==> src/rtl/col_readout_arbiter.sv <==
// col_readout_arbiter: round-robin column grant with index-tagged output FIFO
module col_readout_arbiter #(
   parameter int N_COL      = 8,
   parameter int DATA_W     = 26,
   parameter int IDX_W      = 3,
   parameter int FIFO_DEPTH = 8
) (
   input  logic                      clk_40MHz,
   input  logic                      rst,
   input  logic                      enable,
   input  logic [N_COL-1:0]          col_valid,
   input  logic [N_COL*DATA_W-1:0]   col_data_bus,
   output logic [N_COL-1:0]          shake_hands_col,
   output logic [IDX_W+DATA_W-1:0]   out_data,
   output logic                      out_valid,
   input  logic                      out_ready,
   output logic                      fifo_full,
   output logic [15:0]               word_cnt
);
   localparam int AW = $clog2(FIFO_DEPTH);
   localparam int WW = IDX_W + DATA_W;
   typedef enum logic [1:0] {IDLE, GRANT, HOLD} state_t;
   state_t state;
   logic [IDX_W-1:0] ptr, sel, pick, idx;
   logic [WW-1:0] mem [FIFO_DEPTH];
   logic [AW-1:0] wr_ptr, rd_ptr;
   logic [AW:0] count;
   logic wr, rd;
   // highest-to-lowest scan so the column nearest the pointer wins
   always_comb begin
      pick = ptr;
      idx = '0;
      for (int i = N_COL - 1; i >= 0; i--) begin
         idx = ptr + IDX_W'(i);
         if (col_valid[idx]) pick = idx;
      end
   end
   assign wr = state == GRANT;
   assign rd = out_valid & out_ready;
   assign out_valid = count != '0;
   assign fifo_full = count == (AW+1)'(FIFO_DEPTH);
   assign out_data = mem[rd_ptr];
   always_ff @(posedge clk_40MHz or posedge rst) begin
      if (rst) begin
         state <= IDLE;
         ptr <= '0;
         sel <= '0;
         shake_hands_col <= '0;
      end else begin
         case (state)
            IDLE: if (enable && |col_valid && !fifo_full) begin
               sel <= pick;
               shake_hands_col <= N_COL'(1) << pick;
               state <= GRANT;
            end
            GRANT: begin
               shake_hands_col <= '0;
               ptr <= sel + IDX_W'(1);
               state <= HOLD;
            end
            default: state <= IDLE;
         endcase
      end
   end
   always_ff @(posedge clk_40MHz or posedge rst) begin
      if (rst) begin
         for (int i = 0; i < FIFO_DEPTH; i++) mem[i] <= '0;
         wr_ptr <= '0;
         rd_ptr <= '0;
         count <= '0;
         word_cnt <= '0;
      end else begin
         if (wr) mem[wr_ptr] <= {sel, col_data_bus[sel*DATA_W +: DATA_W]};
         wr_ptr <= wr ? wr_ptr + AW'(1) : wr_ptr;
         rd_ptr <= rd ? rd_ptr + AW'(1) : rd_ptr;
         count <= count + (AW+1)'(wr) - (AW+1)'(rd);
         word_cnt <= (wr && word_cnt != 16'hFFFF) ? word_cnt + 16'd1 : word_cnt;
      end
   end
endmodule

==> config.mk <==
export PLATFORM = sky130hd
export DESIGN_NAME = col_readout_arbiter
export DESIGN_NICKNAME = d
export VERILOG_FILES = /design/src/rtl/col_readout_arbiter.sv
export SDC_FILE = /design/constraint.sdc
export NUM_CORES = 1
export LEC_CHECK = 0
export ABC_AREA = 1
export BUFFER_PORTS_ARGS = -buffer_cell sky130_fd_sc_hd__buf_2
export CORE_ASPECT_RATIO = 0.6
export CORE_UTILIZATION = 32
export DETAILED_ROUTE_END_ITERATION = 10
export PLACE_DENSITY_LB_ADDON = 0.25
export SLEW_MARGIN = 0
export SYNTH_ARGS = -nofsm -noshare
export SYNTH_HDL_FRONTEND = slang
export SYNTH_SLANG_ARGS = --single-unit
==> constraint.sdc <==
create_clock -name clk_40MHz -period 10.7 [get_ports clk_40MHz]
set_input_delay 1.07 -clock clk_40MHz [delete_from_list [all_inputs] [get_ports clk_40MHz]]
set_output_delay 1.07 -clock clk_40MHz [all_outputs]
set_load 0.05 [all_outputs]
==> impl_metrics.env, run 1 <==
export IMPL_port_buffers=274
export IMPL_vias=13700
export IMPL_layout_min_cycle_time_ns=5.08
export IMPL_p_comb_share_pct=53.3
export IMPL_layout_drive_gt1_share_pct=18.6
export IMPL_maxSlewHeadroom_pct=23.2
export IMPL_fin_tns_setup_ns=0
export IMPL_fin_nets=2267
export IMPL_nFillCells=4532
export IMPL_hpwlAfterDp_um=31300
export IMPL_p_int_mw=3.00
export IMPL_cap_violations=0
export IMPL_postCtsResizedCells=0
export IMPL_grt_overflow_total=0
export IMPL_ys_ff_latch=274
export IMPL_r2r_start="sel[0]"
export IMPL_path_class="reg2out"
export IMPL_power_density_mw_per_mm2=364
export IMPL_wl_um=47000
export IMPL_rsz0062_at_grt="false"
export IMPL_clock_path_buffers=3
export IMPL_antenna_found_initial=0
export IMPL_first_global_vias=13000
export IMPL_dieArea_mm2=0.0454
export IMPL_synthCells=1848
export IMPL_grt_pass1_wl_um=74300
export IMPL_worstHoldStart="state[0]"
export IMPL_grt_usage_pct=20.9
export IMPL_yosys_top_cells_area="dfrtp_1 (48%), o21ai_0 (16%), nand2_1 (8.7%), nor2_1 (8.1%), clkbuf_1 (3.0%)"
export IMPL_initial_core_util_pct=32.6
export IMPL_synth_edf_count=0
export IMPL_grt_max_degree=185
export IMPL_root_buffer="clkbuf_16"
export IMPL_place_inst=2582
export IMPL_totalPowerFinal_mw=6.14
export IMPL_die_x_um=274
export IMPL_dr_pass1_iters=8
export IMPL_place_congestion=0.927
export IMPL_fmax_mhz=197
export IMPL_diodes=0
export IMPL_slowest_delay_ns=0.92
export IMPL_htreeDepth=1
export IMPL_pin_count=275
export IMPL_finalHoldViolations=0
export IMPL_antenna_left=0
export IMPL_clk_pin_slew_worst_paths_ns=0.06
export IMPL_drt_iter0_markers=1290
export IMPL_switchingPower_mw=3.14
export IMPL_crit_fanout=60
export IMPL_syn_avg_cell_area_um2=7.71
export IMPL_path_buf_inv=4
export IMPL_synth_ff_type="dfrtp_1"
export IMPL_yosysMostFrequentCell="o21ai_0"
export IMPL_synth_fp_nets=2081
export IMPL_cts_setup_buffers=0
export IMPL_worst_ep_arrival_time_ns=4.01
export IMPL_crit_top_cell="buf_4"
export IMPL_startpoint="rd_ptr[1]"
export IMPL_final_cells=2634
export IMPL_yosysSeqAreaShare_pct=48.1
export IMPL_synth_cell_area_mm2=0.0142
export IMPL_routedWlPerCell_um=17.8
export IMPL_ctsHoldBuffers=0
export IMPL_path_cells="buf_4 > clkinv_1 > buf_4 > a21oi_1 > o21ai_0 > a31oi_1 > buf_2"
export IMPL_via_per_inst=5.19
export IMPL_setup_viol=0
export IMPL_synth_largest_area_cell="dfrtp_1"
export IMPL_power_leakage_nw=7.98
export IMPL_numClockSinks=274
export IMPL_setup_slack_ns=5.62
export IMPL_critical_path_top_delay_family="buffers and inverters"
export IMPL_post_route_period_util_pct=47.5
export IMPL_area_growth_syn_to_layout_pct=18.4
export IMPL_swShare_pct=51.1
export IMPL_die_y_um=165
export IMPL_cts_tree="yes"
export IMPL_hold_class="reg2reg"
export IMPL_clock_latency_ns=0.56
export IMPL_ys_async_sr_fraction_pct=100
export IMPL_pwr_share_clk_pct=16.2
export IMPL_core_area_mm2=0.0436
export IMPL_pre_cts_ws_ns=6.26
export IMPL_cp_required_ns=9.63
export IMPL_yosysWarnings=0
export IMPL_slew_violations=0
export IMPL_violations="DRC"
export IMPL_end_kind="output port"
export IMPL_drc=4
export IMPL_max_vdd_ir_drop_uv=159
export IMPL_worstMarginPinSlew_ns=1.15
export IMPL_clock_skew_ns=0.0101
export IMPL_rows=59
export IMPL_outcome="finished with violations"
export IMPL_numCtsBuffers=29
export IMPL_crit_path_start_kind="flip-flop"
export IMPL_netlist_top_cells_count="o21ai_0 (451), nand2_1 (330), nor2_1 (306)"
export IMPL_ys_types=35
export IMPL_cp_slowest_cell="clkinv_1"
export IMPL_seqPwrFrac_pct=30.5
export IMPL_synth_top_cell_area_share_pct=48.1
[cells by family (layout without fill, tap and decap cells)]
group	count (synthesis)	count (layout)	synth area share [%]
compound gates	615	615	23.1
buf+inv	205	412	5.79
flops	274	274	48.1
simple gates	717	717	20.1
xor+xnor	24	24	1.58
fa+ha+maj	13	13	1.19
[cell usage in the layout, fill, tap and decap left out, types with 13 or more instances in the layout]
| master | n |
|---|---|
| o21ai_0 | 451 |
| a31oi_1 | 29 |
| a21oi_1 | 17 |
| o221ai_1 | 26 |
| clkbuf_16 | 29 |
| dfrtp_1 | 270 |
| inv_2 | 13 |
| o21ai_1 | 37 |
| o22ai_1 | 52 |
| buf_2 | 274 |
| nor2_1 | 306 |
| nand3_1 | 50 |
| nand2_1 | 330 |
| buf_4 | 16 |
| inv_1 | 54 |
[final cells by class]
cell class | instances | area (um^2) | share of cell area [%]
Sequential cell | 274 | 6860 | 40.7
Multi-Input combinational cell | 1369 | 6570 | 39.0
Timing Repair Buffer | 291 | 1510 | 8.96
Clock buffer | 45 | 856 | 5.08
Tap cell | 579 | 724 | 4.30
Inverter | 69 | 267 | 1.58
Clock inverter | 7 | 68.8 | 0.408
[sequential cells by signal (all words and copies together) (netlist names)]
name / count
rd_ptr: 3
state: 2
shake_hands_col: 8
sel: 3
wr_ptr: 3
mem: 232
count: 4
ptr: 3
word_cnt: 16
[stage by stage]
step           cell area, um^2  utilization, %  hold WS [ns]
6_report                 16900            38.6         0.456
5_1_grt                  16900            38.6         0.468
4_1_cts                  16900            38.6         0.459
3_5_place_dp             15900            36.5         0.451
3_3_place_gp             15900            36.5         0.451
2_1_floorplan            14200               -         0.432
[routing by layer]
layer | up-vias | part of all wire [%] | global-route usage (%)
li1 | 6596 | - | -
met1 | 6596 | 49 | 31.0
met2 | 426 | 43 | 32.1
met3 | 53 | 6.0 | 3.31
met4 | 0 | 1.7 | 4.14
met5 | - | 0 | 0
[power groups by stage]
stage,registers (mW),logic (mW),clock network [mW]
final,1.87,3.27,0.993
after global routing,1.94,3.68,1.06
after detailed placement,1.88,3.28,0
after CTS,1.87,3.29,1.02
after floorplan,1.79,2.40,0
after global placement,1.87,3.24,0
[worst paths after layout]
check                      cells after the start  slack, ns            to
setup / recovery                               7       5.62  out_data[28]
hold / removal                                 1       0.46      state[0]
setup reg to reg                               6       7.71        mem[4]
hold reg to reg                                1       0.46      state[0]
max in group asynchronous                      3       8.60        sel[0]
min in group asynchronous                      2       0.60  word_cnt[14]
Power figures use the tool's default switching activity.
==> inputs of run 2 (changes only) <==
clock period = 5.2 ns   (was 10.7 ns; I/O delays follow)
==> run 2 against run 1 <==
Compared with the run above:
- worst setup slack got worse by 4.2 ns
- critical endpoint unchanged
- core utilization is 0.33 points higher
- clock power is 130% higher
- non-clock buffer count rose by 4
- clock skew is 0.0025 ns higher
- register-to-register slack got worse by 5.5 ns
- sequential share of layout area decreased by 0.35 points
- critical path depth fell by 1
- flip-flop and latch count unchanged
- via count rose by 0.50%
- the run still ends with DRC left
- design area is 0.86% higher
==> impl_metrics.env, run 2 (synthesis results as in run 1) <==
export IMPL_clock_skew_ns=0.0125
export IMPL_cap_violations=0
export IMPL_port_buffers=274
export IMPL_drt_iter0_markers=1193
export IMPL_pre_cts_ws_ns=2.05
export IMPL_dr_pass1_iters=8
export IMPL_crit_path_start_kind="flip-flop"
export IMPL_root_buffer="clkbuf_16"
export IMPL_hpwlAfterDp_um=31000
export IMPL_final_cell_mix="o21ai_0 (451), nand2_1 (330), nor2_1 (306)"
export IMPL_initial_core_util_pct=32.6
export IMPL_use_met3_pct=3.56
export IMPL_cp_slowest_cell="dfrtp_4"
export IMPL_nFillCells=4509
export IMPL_worstMarginPinSlew_ns=1.13
export IMPL_grt_usage_pct=21.1
export IMPL_hold_class="in2reg"
export IMPL_path_buf_inv=2
export IMPL_grt_use_met1_pct=30.4
export IMPL_layout_min_cycle_time_ns=3.76
export IMPL_core_area_mm2=0.0436
export IMPL_violations="DRC"
export IMPL_maxSlewHeadroom_pct=24.7
export IMPL_antenna_found_initial=3
export IMPL_grt_pass1_wl_um=74800
export IMPL_numCtsBuffers=28
export IMPL_post_route_period_util_pct=72.3
export IMPL_fmax_mhz=266
export IMPL_dieArea_mm2=0.0454
export IMPL_antenna_left=0
export IMPL_path_cells="buf_4 > o21ai_0 > o21ai_0 > a21oi_1 > a31oi_1 > buf_2"
export IMPL_end_kind="output port"
export IMPL_finalHoldViolations=0
export IMPL_rsz0062_at_grt="false"
export IMPL_pin_count=275
export IMPL_grt_max_degree=186
export IMPL_wl_um=47100
export IMPL_fin_tns_setup_ns=0
export IMPL_setup_viol=0
export IMPL_rows=59
export IMPL_path_class="reg2out"
export IMPL_place_congestion=0.905
export IMPL_largest_reg_flops=232
export IMPL_die_x_um=274
export IMPL_clock_path_buffers=3
export IMPL_crit_top_cell="o21ai_0"
export IMPL_layout_commonest_cell="o21ai_0"
export IMPL_area_growth_syn_to_layout_pct=19.4
export IMPL_outcome="finished with violations"
export IMPL_first_global_vias=13300
export IMPL_clock_latency_ns=0.56
export IMPL_power_density_mw_per_mm2=757
export IMPL_cp_required_ns=4.68
export IMPL_grt_busiest_layer="met2"
export IMPL_numClockSinks=274
export IMPL_vias=13700
export IMPL_via_per_inst=5.21
export IMPL_fin_nets=2270
export IMPL_setup_slack_ns=1.44
export IMPL_layout_drive_gt1_share_pct=19.0
export IMPL_drc=1
export IMPL_worst_ep_arrival_time_ns=3.24
export IMPL_routedWlPerCell_um=17.9
export IMPL_use_met2_pct=32.5
export IMPL_slew_violations=0
export IMPL_cts_tree="yes"
export IMPL_max_vdd_ir_drop_uv=320
export IMPL_clk_pin_slew_worst_paths_ns=0.06
export IMPL_die_y_um=165
export IMPL_critical_path_top_delay_family="buffers and inverters"
export IMPL_htreeDepth=1
export IMPL_power_leakage_nw=8.06
export IMPL_crit_fanout=66
export IMPL_reg_largest_list="mem (232), word_cnt (16), shake_hands_col (8)"
export IMPL_grt_overflow_total=0
export IMPL_slowest_delay_ns=0.77
export IMPL_reg2reg_setup_slack_ns=2.18
export IMPL_cts_setup_buffers=0
export IMPL_regMostFlops="mem"
run 2: changes by cell type in the layout (fill, tap and decap cells not counted), sizes merged, moves of 2 or more:
| cell | change |
|---|---|
| clkbuf | -7 |
| buf | +3 |
| bufinv | +4 |
| clkinv | +3 |
| diode | +2 |
run 2: metal layers:
| metal | up-vias | part of all wire (%) |
|---|---|---|
| met5 | - | 0.028 |
| met4 | 2 | 2.2 |
| met3 | 65 | 6.5 |
| met2 | 481 | 42 |
| met1 | 6595 | 49 |
| li1 | 6597 | - |
run 2: area by class of cell:
type                       instances  area, um^2  area share, %
antenna                            2        5.00         0.0294
tap                              579         724           4.26
sequential                       274        6860           40.4
timing repair buffer             295        1560           9.15
inverter                          69         264           1.55
clock buffer                      38         830           4.88
multi-input combinational       1369        6570           38.6
clock inverter                    12         193           1.13
run 2: worst reg2reg max path: cells and delay by family (launching register included):
family | cells | cell delay (ns)
compound gates | 4 | 1.29
buf+inv | 2 | 1.21
flops | 1 | 0.41
run 2: worst paths after layout:
kind	from	end	cells past startpoint
setup / recovery	rd_ptr[0]	out_data[28]	6
setup reg to reg	sel[0]	mem[4]	6
hold / removal	out_ready	rd_ptr[0]	3
min in group asynchronous	rst	mem[120]	3
max in group asynchronous	rst	mem[124]	4
hold reg to reg	state[0]	state[0]	1
run 2: repair_timing:
action,4_1_cts,5_1_grt
hold buffers,1,0
hold endpoints to repair,17,0
gates resized for setup,0,0
run 2: through the flow:
stage / cell area (um^2) / hold slack [ns] / cells / total power [mW] / util, %
6_report: 17000 / 0.308 / 2638 / 12.9 / 39.0
5_1_grt: 17000 / 0.310 / 2638 / 14.0 / 39.0
4_1_cts: 17000 / 0.297 / 2636 / 12.9 / 39.0
3_5_place_dp: 16000 / 0.449 / 2585 / 10.7 / 36.6
3_3_place_gp: 16000 / 0.446 / 2585 / 10.5 / 36.6
2_1_floorplan: 14200 / 0.432 / 1848 / 8.62 / -
run 2: report_power, final:
group	switching (mW)	total [mW]	internal [mW]	leakage [nW]
clock	0.881	2.24	1.36	0.509
sequential	0.758	3.89	3.14	3.24
combinational	4.86	6.74	1.88	4.31
total	6.50	12.9	6.38	8.06
==> inputs of run 3 (changes only) <==
clock period = 3.8 ns   (was 5.2 ns; I/O delays follow)
==> run 3 against run 2 <==
Compared with the run above:
- the run still ends with DRC left
- sequential power increased by 37%
- clock power increased by 18%
- combinational power increased by 40%
- routed wire length increased by 3.3%
- die area unchanged
- first-iteration DRC count increased by 6.8%
- count of clock-buffer cells in the layout increased by 4
- global-route usage increased by 0.77 points
- via count decreased by 0.19%
- largest cell class unchanged
==> impl_metrics.env, run 3 (synthesis results as in run 1) <==
export IMPL_cts_setup_buffers=0
export IMPL_grt_overflow_total=0
export IMPL_die_x_um=274
export IMPL_numClockSinks=274
export IMPL_port_buffers=274
export IMPL_worst_ep_arrival_time_ns=3.04
export IMPL_hold_slack_ns=0.163
export IMPL_htreeDepth=1
export IMPL_initial_core_util_pct=32.6
export IMPL_layout_min_cycle_time_ns=3.42
export IMPL_crit_fanout=39
export IMPL_clk_pin_slew_worst_paths_ns=0.07
export IMPL_rows=59
export IMPL_post_route_period_util_pct=90.0
export IMPL_max_vdd_ir_drop_uv=363
export IMPL_clock_latency_ns=0.56
export IMPL_largest_reg_flops=232
export IMPL_hold_class="in2reg"
export IMPL_clock_path_buffers=3
export IMPL_setup_viol=0
export IMPL_clock_skew_ns=0.0172
export IMPL_fin_util_pct=38.9
export IMPL_vias=13700
export IMPL_routedWlPerCell_um=18.4
export IMPL_reg_largest_list="mem (232), word_cnt (16), shake_hands_col (8)"
export IMPL_top_layer="met5"
export IMPL_cts_tree="yes"
export IMPL_maxSlewHeadroom_pct=22.9
export IMPL_first_global_vias=13400
export IMPL_layout_commonest_cell="o21ai_0"
export IMPL_fin_nets=2279
export IMPL_rsz0062_at_grt="false"
export IMPL_totalPowerFinal_mw=17.4
export IMPL_dieArea_mm2=0.0454
export IMPL_power_leakage_nw=8.03
export IMPL_pin_count=275
export IMPL_worstMarginPinSlew_ns=1.16
export IMPL_final_cell_mix="o21ai_0 (451), nand2_1 (330), nor2_1 (306)"
export IMPL_grt_max_degree=96
export IMPL_path_cells="inv_2 > buf_4 > o21ai_0 > o22ai_1 > nor2_1 > a31oi_1 > buf_2"
export IMPL_met3_length_um=3270
export IMPL_place_congestion=0.977
export IMPL_die_y_um=165
export IMPL_layout_drive_gt1_share_pct=18.9
export IMPL_crit_path_start_kind="flip-flop"
export IMPL_root_buffer="clkbuf_16"
export IMPL_diodes=0
export IMPL_power_density_mw_per_mm2=1020
export IMPL_via_per_inst=5.19
export IMPL_nFillCells=4501
export IMPL_place_inst=2595
export IMPL_final_cells=2644
export IMPL_finalHoldViolations=0
export IMPL_antenna_left=0
export IMPL_cap_violations=0
export IMPL_drt_iter0_markers=1274
export IMPL_outcome="finished with violations"
export IMPL_multiInputGateArea_mm2=0.00657
export IMPL_path_class="reg2out"
export IMPL_slew_violations=0
export IMPL_hpwlAfterDp_um=32700
export IMPL_path_buf_inv=3
export IMPL_fmax_mhz=292
export IMPL_area_growth_syn_to_layout_pct=19.1
export IMPL_critical_path_top_delay_family="buffers and inverters"
export IMPL_antenna_found_initial=1
export IMPL_grt_usage_pct=21.9
export IMPL_cp_slowest_cell="dfrtp_4"
export IMPL_end_kind="output port"
export IMPL_wl_met2_um=20700
export IMPL_postCtsResizedCells=0
export IMPL_drc=2
export IMPL_numCtsBuffers=27
export IMPL_cp_required_ns=3.42
export IMPL_grt_pass1_wl_um=77300
export IMPL_seq_area_mm2=0.00686
export IMPL_regMostFlops="mem"
export IMPL_wl_met1_um=23700
export IMPL_wl_um=48700
export IMPL_violations="DRC"
export IMPL_dr_pass1_iters=8
export IMPL_ctsHoldBuffers=1
export IMPL_core_area_mm2=0.0436
export IMPL_slowest_delay_ns=0.68
==> run 3: layer usage <==
metal | GRT usage (%) | vias up
met1 | 32.0 | 6608
li1 | - | 6618
met3 | 4.31 | 52
met4 | 4.82 | 2
met5 | 0 | -
met2 | 33.1 | 434
==> run 3: layout make-up <==
class / instances / area share [%]
Timing Repair Buffer: 305 / 9.99
Multi-Input combinational cell: 1369 / 38.7
Clock inverter: 6 / 0.362
Inverter: 69 / 1.55
Clock buffer: 42 / 4.61
Tap cell: 579 / 4.27
Sequential cell: 274 / 40.5
==> run 3: path summary, 6_finish.rpt <==
check,from,endpoint,slack [ns],depth (start not counted)
min in group asynchronous,rst,word_cnt[14],0.48,3
max in group asynchronous,rst,mem[132],2.25,4
hold reg to reg,state[0],state[0],0.47,1
setup / recovery,rd_ptr[0],out_data[0],0.38,7
hold / removal,out_ready,rd_ptr[0],0.16,3
setup reg to reg,sel[0],mem[50],0.91,6
==> run 3: stage by stage <==
stage	setup WS, ns	TNS (ns)	cell area [um^2]
after CTS	0.357	0	17000
after global routing	0.178	0	17000
after floorplan	-0.203	-55.73	14200
final	0.378	0	17000
after global placement	0.937	0	16100
after detailed placement	0.953	0	16100
==> run 3: tightest hold or removal path, cell delays in order <==
cell and delay (ns):
buf_2 0.09, nand2_1 0.11, xor2_1 0.08
==> run 3: report_power, final <==
group          internal, mW  switching (mW)  total (mW)
registers              4.29            1.03        5.32
clock network          1.48            1.17        2.65
logic                  2.68            6.74        9.42
